### src/rtl/mbp_choice_arbiter.sv
`default_nettype none
// ============================================================================
// Module   : mbp_choice_arbiter
// Purpose  : Tournament chooser for the multiple branch predictor. It holds
//            one saturating confidence counter per component predictor in
//            every chooser entry, and picks the most confident valid
//            component for each fetch slot. A 2-stage read-modify-write
//            pipeline trains the counters. A sweep FSM clears the table after
//            reset and on a flush.
// Ports    : clk_i / rst_ni          clock, asynchronous active-low reset
//            flush_bp_i              start a clear sweep
//            debug_mode_i            suppress training
//            vpc_i                   fetch PC (cycle N)
//            comp_valid_i/taken_i    per-slot component predictions (N+1)
//            upd_*                   resolved branch update
//            select_valid_o/taken_o  chosen prediction per slot
//            select_comp_o           chosen component index per slot
//            flush_busy_o            sweep in progress
// Revision : 1.0 - initial release
// ============================================================================
module mbp_choice_arbiter #(
  parameter int unsigned VLEN            = 64,
  parameter int unsigned INSTR_PER_FETCH = 2,
  parameter int unsigned NR_ENTRIES      = 64,
  parameter int unsigned NUM_COMP        = 3,
  parameter int unsigned CTR_BITS        = 2
) (
  input  logic                                        clk_i,
  input  logic                                        rst_ni,
  input  logic                                        flush_bp_i,
  input  logic                                        debug_mode_i,
  input  logic [VLEN-1:0]                             vpc_i,
  input  logic [NUM_COMP*INSTR_PER_FETCH-1:0]         comp_valid_i,
  input  logic [NUM_COMP*INSTR_PER_FETCH-1:0]         comp_taken_i,
  input  logic                                        upd_valid_i,
  input  logic [VLEN-1:0]                             upd_pc_i,
  input  logic                                        upd_taken_i,
  input  logic [NUM_COMP-1:0]                         upd_comp_valid_i,
  input  logic [NUM_COMP-1:0]                         upd_comp_taken_i,
  output logic [INSTR_PER_FETCH-1:0]                  select_valid_o,
  output logic [INSTR_PER_FETCH-1:0]                  select_taken_o,
  output logic [$clog2(NUM_COMP)*INSTR_PER_FETCH-1:0] select_comp_o,
  output logic                                        flush_busy_o
);

  localparam int unsigned NR_ROWS   = NR_ENTRIES / INSTR_PER_FETCH;
  localparam int unsigned ROW_BITS  = $clog2(NR_ROWS);
  localparam int unsigned SLOT_BITS = $clog2(INSTR_PER_FETCH);
  localparam int unsigned ROW_W     = (ROW_BITS  > 0) ? ROW_BITS  : 1;
  localparam int unsigned SLOT_W    = (SLOT_BITS > 0) ? SLOT_BITS : 1;
  localparam int unsigned CSEL      = $clog2(NUM_COMP);

  localparam logic [CTR_BITS-1:0] CTR_INIT = CTR_BITS'(1 << (CTR_BITS - 1));
  localparam logic [CTR_BITS-1:0] CTR_MAX  = {CTR_BITS{1'b1}};
  localparam logic [ROW_W-1:0]    LAST_ROW = ROW_W'(NR_ROWS - 1);

  typedef logic [CTR_BITS-1:0] ctr_t;

  typedef enum logic [0:0] {
    ST_SWEEP = 1'b0,
    ST_IDLE  = 1'b1
  } state_e;

  // Index fields collapse to a constant 0 when their width would be zero.
  function automatic logic [ROW_W-1:0] pc_row(input logic [VLEN-1:0] pc);
    logic [VLEN-1:0] sh;
    sh = pc >> (1 + SLOT_BITS);
    return (ROW_BITS > 0) ? sh[ROW_W-1:0] : '0;
  endfunction

  function automatic logic [SLOT_W-1:0] pc_slot(input logic [VLEN-1:0] pc);
    logic [VLEN-1:0] sh;
    sh = pc >> 1;
    return (SLOT_BITS > 0) ? sh[SLOT_W-1:0] : '0;
  endfunction

  // --------------------------------------------------------------------------
  // State
  // --------------------------------------------------------------------------
  state_e              state_q;
  logic [ROW_W-1:0]    sweep_row_q;
  logic [ROW_W-1:0]    fetch_row_q;

  logic                upd_vld_q;
  logic [ROW_W-1:0]    upd_row_q;
  logic [SLOT_W-1:0]   upd_slot_q;
  logic                upd_taken_q;
  logic [NUM_COMP-1:0] upd_cv_q;
  logic [NUM_COMP-1:0] upd_ct_q;

  ctr_t ctr_q [NR_ROWS][INSTR_PER_FETCH][NUM_COMP];

  // PC bits outside the index fields are intentionally ignored.
  logic w_unused;
  assign w_unused = ^{vpc_i, upd_pc_i};

  // --------------------------------------------------------------------------
  // Sweep FSM
  // --------------------------------------------------------------------------
  always_ff @(posedge clk_i or negedge rst_ni) begin
    if (!rst_ni) begin
      state_q     <= ST_SWEEP;
      sweep_row_q <= '0;
    end else begin
      case (state_q)
        ST_SWEEP: begin
          if (flush_bp_i) begin
            sweep_row_q <= '0;
          end else if (sweep_row_q == LAST_ROW) begin
            state_q     <= ST_IDLE;
            sweep_row_q <= '0;
          end else begin
            sweep_row_q <= sweep_row_q + ROW_W'(1);
          end
        end
        ST_IDLE: begin
          if (flush_bp_i) begin
            state_q     <= ST_SWEEP;
            sweep_row_q <= '0;
          end
        end
        default: begin
          state_q     <= ST_SWEEP;
          sweep_row_q <= '0;
        end
      endcase
    end
  end

  assign flush_busy_o = (state_q == ST_SWEEP);

  // --------------------------------------------------------------------------
  // Training stage U: accept only updates that can change relative confidence
  // (at least one valid component right and at least one wrong).
  // --------------------------------------------------------------------------
  logic [NUM_COMP-1:0] w_upd_wrong;
  logic                w_upd_accept;
  logic                w_train_en;

  assign w_upd_wrong  = upd_comp_taken_i ^ {NUM_COMP{upd_taken_i}};
  assign w_upd_accept = upd_valid_i && !debug_mode_i && !flush_bp_i &&
                        (state_q == ST_IDLE) &&
                        (|(upd_comp_valid_i & ~w_upd_wrong)) &&
                        (|(upd_comp_valid_i &  w_upd_wrong));

  // A flush in the same cycle kills the pending write-back.
  assign w_train_en = upd_vld_q && !flush_bp_i && (state_q == ST_IDLE);

  always_ff @(posedge clk_i or negedge rst_ni) begin
    if (!rst_ni) begin
      fetch_row_q <= '0;
      upd_vld_q   <= 1'b0;
      upd_row_q   <= '0;
      upd_slot_q  <= '0;
      upd_taken_q <= 1'b0;
      upd_cv_q    <= '0;
      upd_ct_q    <= '0;
    end else begin
      fetch_row_q <= pc_row(vpc_i);
      upd_vld_q   <= w_upd_accept;
      if (w_upd_accept) begin
        upd_row_q   <= pc_row(upd_pc_i);
        upd_slot_q  <= pc_slot(upd_pc_i);
        upd_taken_q <= upd_taken_i;
        upd_cv_q    <= upd_comp_valid_i;
        upd_ct_q    <= upd_comp_taken_i;
      end
    end
  end

  // --------------------------------------------------------------------------
  // Training stage U+1: the array is read directly, so a write committed on
  // the previous edge is already visible to a back-to-back update.
  // --------------------------------------------------------------------------
  ctr_t w_new [NUM_COMP];

  always_comb begin
    for (int c = 0; c < NUM_COMP; c++) begin
      w_new[c] = ctr_q[upd_row_q][upd_slot_q][c];
      if (upd_cv_q[c]) begin
        if (upd_ct_q[c] == upd_taken_q) begin
          if (w_new[c] != CTR_MAX) w_new[c] = w_new[c] + ctr_t'(1);
        end else begin
          if (w_new[c] != '0) w_new[c] = w_new[c] - ctr_t'(1);
        end
      end
    end
  end

  // One row-wide write port shared by the sweep and the trainer.
  logic             w_wr_en;
  logic [ROW_W-1:0] w_wr_row;
  ctr_t             w_wr_data [INSTR_PER_FETCH][NUM_COMP];

  always_comb begin
    w_wr_en  = 1'b0;
    w_wr_row = upd_row_q;
    for (int s = 0; s < INSTR_PER_FETCH; s++) begin
      for (int c = 0; c < NUM_COMP; c++) begin
        w_wr_data[s][c] = ctr_q[upd_row_q][s][c];
      end
    end
    if (state_q == ST_SWEEP) begin
      w_wr_en  = 1'b1;
      w_wr_row = sweep_row_q;
      for (int s = 0; s < INSTR_PER_FETCH; s++) begin
        for (int c = 0; c < NUM_COMP; c++) begin
          w_wr_data[s][c] = CTR_INIT;
        end
      end
    end else if (w_train_en) begin
      w_wr_en = 1'b1;
      for (int s = 0; s < INSTR_PER_FETCH; s++) begin
        if (SLOT_W'(s) == upd_slot_q) begin
          for (int c = 0; c < NUM_COMP; c++) begin
            w_wr_data[s][c] = w_new[c];
          end
        end
      end
    end
  end

  always_ff @(posedge clk_i) begin
    if (w_wr_en) begin
      for (int s = 0; s < INSTR_PER_FETCH; s++) begin
        for (int c = 0; c < NUM_COMP; c++) begin
          ctr_q[w_wr_row][s][c] <= w_wr_data[s][c];
        end
      end
    end
  end

  // --------------------------------------------------------------------------
  // Read with write-first bypass, then per-slot selection.
  // --------------------------------------------------------------------------
  ctr_t w_rd [INSTR_PER_FETCH][NUM_COMP];

  always_comb begin
    for (int s = 0; s < INSTR_PER_FETCH; s++) begin
      for (int c = 0; c < NUM_COMP; c++) begin
        w_rd[s][c] = (w_wr_en && (w_wr_row == fetch_row_q)) ?
                     w_wr_data[s][c] : ctr_q[fetch_row_q][s][c];
      end
    end
  end

  for (genvar s = 0; s < INSTR_PER_FETCH; s++) begin : g_slot
    logic            w_found;
    ctr_t            w_best;
    logic [CSEL-1:0] w_idx;
    logic            w_tk;

    // Strict '>' keeps the lowest index on ties.
    always_comb begin
      w_found = 1'b0;
      w_best  = '0;
      w_idx   = '0;
      w_tk    = 1'b0;
      for (int c = 0; c < NUM_COMP; c++) begin
        if (comp_valid_i[s*NUM_COMP + c] && (!w_found || (w_rd[s][c] > w_best))) begin
          w_found = 1'b1;
          w_best  = w_rd[s][c];
          w_idx   = CSEL'(c);
          w_tk    = comp_taken_i[s*NUM_COMP + c];
        end
      end
    end

    logic w_sel;
    assign w_sel = w_found && (state_q == ST_IDLE);

    assign select_valid_o[s]               = w_sel;
    assign select_taken_o[s]               = w_sel ? w_tk  : 1'b0;
    assign select_comp_o[s*CSEL +: CSEL]   = w_sel ? w_idx : '0;
  end

endmodule
`default_nettype wire

### config.mk
export PLATFORM = sky130hd
export DESIGN_NAME = mbp_choice_arbiter
export DESIGN_NICKNAME = d
export VERILOG_FILES = /design/src/rtl/mbp_choice_arbiter.sv
export SDC_FILE = /design/constraint.sdc
export NUM_CORES = 1
export LEC_CHECK = 0
export BUFFER_PORTS_ARGS = -buffer_cell sky130_fd_sc_hd__buf_2
export CAP_MARGIN = 10
export CORE_MARGIN = 2
export CORE_UTILIZATION = 55
export CTS_CLUSTER_DIAMETER = 50
export DETAILED_ROUTE_END_ITERATION = 10
export PLACE_DENSITY_LB_ADDON = 0.08
export SKIP_CTS_REPAIR_TIMING = 1
export SLEW_MARGIN = 20
export SYNTH_ARGS = -nofsm -noshare
export SYNTH_HDL_FRONTEND = slang
export SYNTH_SLANG_ARGS = --single-unit
### constraint.sdc
create_clock -name clk_i -period 7.37 [get_ports clk_i]
set_input_delay 1.474 -clock clk_i [delete_from_list [all_inputs] [get_ports clk_i]]
set_output_delay 1.474 -clock clk_i [all_outputs]
set_load 0.05 [all_outputs]
# [Word level (Yosys, flattened, before mapping)]
# Memory sizes are Yosys's and may differ from the RTL's.
# Cells that the tools add are included.
[totals] register_bits=25 latchBits=0 ramBits=384 mem_bits_ro=0 inputBits=152 wordCells=128 n_memories=1
[classes] add_sub_neg=7 multipliers=0 n_div=0 magnitude_cmp=5 n_eq_ne=9 shifts=0 n_mux=62 n_bitwise=6 n_reduce_logical=29
[mem_list] memory="ctr_q" depth=32 word_bits=12 read_ports=2 rd_ports_with_merged_regs=0 wr=1 line="91" rtl="ctr_t ctr_q [NR_ROWS][INSTR_PER_FETCH][NUM_COMP];"
[ops] op="two-way mux 2 bit" count=26
[ops] op="two-way mux 6 bit" count=5
[ops] op="two-way mux 12 bit" count=2
[ops] op="two-way mux 1 bit" count=23
[ops] op="two-way mux 5 bit" count=4
[ops] op="logical AND 1 bit" count=14
[ops] op="case mux 5 bit (2 select lines)" count=1
[ops] op="> comparator 2 bit" count=4
[ops] op="inequality test 2 bit (second input constant)" count=4
[ops] op="adder 2 x 1 -> 2 bit (second input constant)" count=3
[ops] op="AND 3 bit" count=2
[ops] op="zero test 1 bit" count=6
[ops] op="nonzero test 2 bit" count=3
[ops] op="OR reduction 3 bit" count=2
[ops] op="subtractor 2 x 1 -> 2 bit (second input constant)" count=3
[ops] op="adder 5 x 1 -> 5 bit (second input constant)" count=1
[ops] op="== test 5 bit" count=1
[ops] op="== test 5 bit (second input constant)" count=1
[ops] op="logical OR 1 bit" count=4
[ops] op="== test 1 bit" count=3
[ops] op="inverter 3 bit" count=1
[ops] op="XOR 3 bit" count=1
[ops] op=">= comparator 2 bit (second input constant)" count=1
[ops] op="inverter 1 -> 2 bit" count=1
[ops] op="2 further kinds" count=2

# [Longest topological paths before layout]
[depth] word_depth=23 ltp_mapped=27

# [Worst setup path before layout]
# OpenSTA, ideal clock, no wires.
[synth_timing] path_type="input port to output port" start="input flush_bp_i" end="output select_comp_o[2]" arrival_time_ns=7.285 t_required_ns=5.896 setup_slack_ns=-1.389 stages=20 cell_sequence="clkbuf_1 -> nand3b_1 -> nor2_1 -> nand2_1 -> a21oi_1 -> a21boi_0 -> nand2b_1 -> nand3_1 -> inv_1 -> ha_1 -> nand2_1 -> o21ai_0 -> a21boi_0 -> mux2_2 -> ha_1 -> nor2b_1 -> o21ai_0 -> o21ai_0 -> and2_1 -> nor3b_1"
[synth_lines] element="from (decl)" line="30" rtl="input logic flush_bp_i,"
[synth_lines] element="to (decl)" line="42" rtl="output logic [$clog2(NUM_COMP)*INSTR_PER_FETCH-1:0] select_comp_o,"

==> metrics <==
Synth Area in Simple Gates 0.05247; Syn. warnings 0; placed instance count 1672; synthesized net count 1309; Fin. Hold Viols 0; CTS clk-pin slew, worst paths 0.06 ns; f_max 0.1389 GHz; top-count cell post-synth edfxtp_1; Post-Syn Instances 1147; Area contributors post-synth edfxtp_1 57%, mux4_2 21%, dfrtp_1 3.1%; register bit total from synthesis 409; DRT Wirelength 57140 microns; wire per inst 32.26 microns; Leak Pwr 7.431 nW; Worst Setup EP select_taken_o[1]; Slowest cell on crit path mux4_1; Max clock buf depth 3; Post-Synth Adder-Cell Area 0.007265; Area Overhead vs Synth 14.82%; initial antenna violation count 0; chip height 195.4 microns; Post-DP HPWL 37930 microns; Worst-Margin Slew 1.047 ns; vias in the first global route 11792; most common flop cell mapped by yosys edfxtp_1; number of synthesized flops with an enable pin 384; post-synthesis sequential area ratio 0.6033; WS Path Type register to primary output; r2r worst-path depth 12; Max VDD drop 0.0002158 V; CTS tree done; Worst R2R Setup Slack 3.34 ns; list of most frequent post-synthesis cells 384 x edfxtp_1, 192 x mux4_2, 77 x nand2_1; Starting Density 0.5544; CP Max Fanout 5; WP data arrival 5.72 ns; # DRC 0; part of the cycle the worst path needs 0.9767; PD cells 230.6 nW/um^2; first-pass GRT wire length 81900 microns; fin crit period 7.198 ns; placed inst area 21290 sq um; share of post-route cells with drive strength above 1 0.3676; max-slew violations 0; hold crit path type register to register; async set-reset flop share out of synthesis 0.06112; slew margin rel. 0.2993; Final nets 1428; clk_lat worst skew 0.59 ns; Final Skew 0.02100 ns; final antenna-violating net count 0; antenna cells 0; H-Tree Depth 2; status finished clean; via count 12231; RSZ-0062 raised after global routing true; area occupied by multi-input gates 7641 sq um; CP endpoint kind primary output; mapped cell area 20150 sq um; Initial DRC Count 1689; CP required 5.90 ns; PortBufs 43; FF+latch area 12170 sq um; IO Pins 161; main combinational cell family by area after synthesis multiplexers; slowest stage delay, CP 0.66 ns; WHS 0.5082 ns; Routability Congestion 0.8917; non-filler cells, final 1771; startpoint types register; root buf cell clkbuf_16; row cnt 70; synth unique cells 64; TritonCTS Sinks 409; Overall Global Routing Usage 0.3049; die footprint 38180 sq um; Compound-Gate Fraction of Synth Area 0.04378; grt total ovfl 0; Layout Utilization 0.6365; CP Cell Sequence buf_12, mux4_1, a22oi_1, nand3_1, mux4_2, o21ai_2, o2bb2ai_2, a21oi_2, a21boi_2, inv_1, ha_1, nor2b_1, o21ai_0, a21boi_1, mux2_2, ha_1, nor2b_1, o21ai_1, o21ai_1, and2_4, mux2i_2, nor2_2, buf_4; Worst R2R End ctr_q[27][6]$_DFFE_PP_; post-synthesis mux area share 0.2617; DR pass1 iterations 6; Yosys top cell by area edfxtp_1; fin area 23130 sq um; Avg Cell Area, Syn 17.57 sq um; xor and xnor area share after synthesis 0.004347; Fillers 2523; Num CTS Buffers 47; Yosys top cell area share 0.5723; worst r2r src upd_row_q[0]$_DFFE_PN0P_; final setup violation count 0; crit path launch upd_row_q[0]$_DFFE_PN0P_; die width 195.4 microns; core area 36350 sq um; largest net degree at the start of global routing 53; vias per inst 6.906; Overall Power 5.335 mW; max_cap viols 0
[how the worst min path moves through the flow]
stage | startpoint | cells past startpoint | to
after global routing | upd_ct_q[1]$_DFFE_PN0P_ | 2 | upd_ct_q[1]$_DFFE_PN0P_
after floorplan | upd_ct_q[2]$_DFFE_PN0P_ | 2 | upd_ct_q[2]$_DFFE_PN0P_
final | upd_ct_q[0]$_DFFE_PN0P_ | 2 | upd_ct_q[0]$_DFFE_PN0P_
after detailed placement | upd_ct_q[0]$_DFFE_PN0P_ | 2 | upd_ct_q[0]$_DFFE_PN0P_
after global placement | upd_ct_q[1]$_DFFE_PN0P_ | 2 | upd_ct_q[1]$_DFFE_PN0P_
after CTS | upd_ct_q[0]$_DFFE_PN0P_ | 2 | upd_ct_q[0]$_DFFE_PN0P_
[critical path: cells and delay by family, from the launching register on]
family	cells	cell delay (ns)
AND/OR/NAND/NOR	5	0.59
multiplexers	4	1.74
AO/OA/AOI/OAI	9	1.36
flip-flops	1	0.45
adder cells (fa/ha/maj)	2	0.59
buffers and inverters	3	0.40
[report_power, final]
group / total [mW] / switching [mW] / leakage (nW) / internal (mW)
combinational: 0.462 / 0.253 / 3.13 / 0.208
clock: 2.32 / 0.943 / 0.745 / 1.37
sequential: 2.56 / 0.0283 / 3.56 / 2.53
total: 5.34 / 1.23 / 7.43 / 4.11
[stage by stage]
stage               setup TNS, ns  setup WS [ns]
floorplan                -0.07538       -0.07538
detailed placement              0        0.09838
global placement                0         0.1287
finish                          0         0.1719
global route              -0.1214       -0.07683
CTS                        -1.984        -0.5816
[layout by cell type (no fill, tap or decap), types with 9 or more instances in the layout]
cell type,n
edfxtp_1,384
mux4_2,193
buf_4,94
nand2_1,76
nor2_1,68
clkbuf_16,49
mux2i_1,45
buf_2,40
o21ai_0,19
dfrtp_1,19
nor2b_1,16
o22ai_1,16
a21oi_1,16
mux2_2,13
inv_1,12
mux4_1,12
a211oi_1,11
clkinv_1,11
ha_1,10
a221oi_2,9
nand3_1,9
clkbuf_1,9
[kinds of logic (layout without fill, tap and decap cells)]
family | after synthesis | in the layout
AOI/OAI and AO/OA | 132 | 132
xor gates and xnor gates | 10 | 10
adders and majority gates | 12 | 12
buffers and inverters | 93 | 249
DFF | 409 | 409
muxes | 264 | 264
and+or+nand+nor | 227 | 227
[state kept, by name, indices dropped and copies added (netlist names)]
register and flops:
ctr_q 384, fetch_row_q 5, state_q 1, sweep_row_q 5, upd_ct_q 3, upd_cv_q 3
upd_row_q 5, upd_slot_q 1, upd_taken_q 1, upd_vld_q 1
[routing by layer]
layer	global-route usage	vias up	share of wire	wire length (microns)
met5	0	-	0	0
met3	0.06200	120	0.11	6068
met2	0.4479	740	0.45	25540
met1	0.4609	6346	0.41	23480
met4	0.1074	0	0.036	2048
li1	-	5025	-	-
[area by class of cell]
cell class	instances	share of cell area
multi-input cells	645	0.3303
inverters	14	0.002434
clock buffers	57	0.05338
repair buffers	149	0.04965
flip-flops and latches	409	0.5262
well taps	468	0.02531
clock inverters	29	0.01271
No activity file was read; power rests on OpenSTA's default activity.
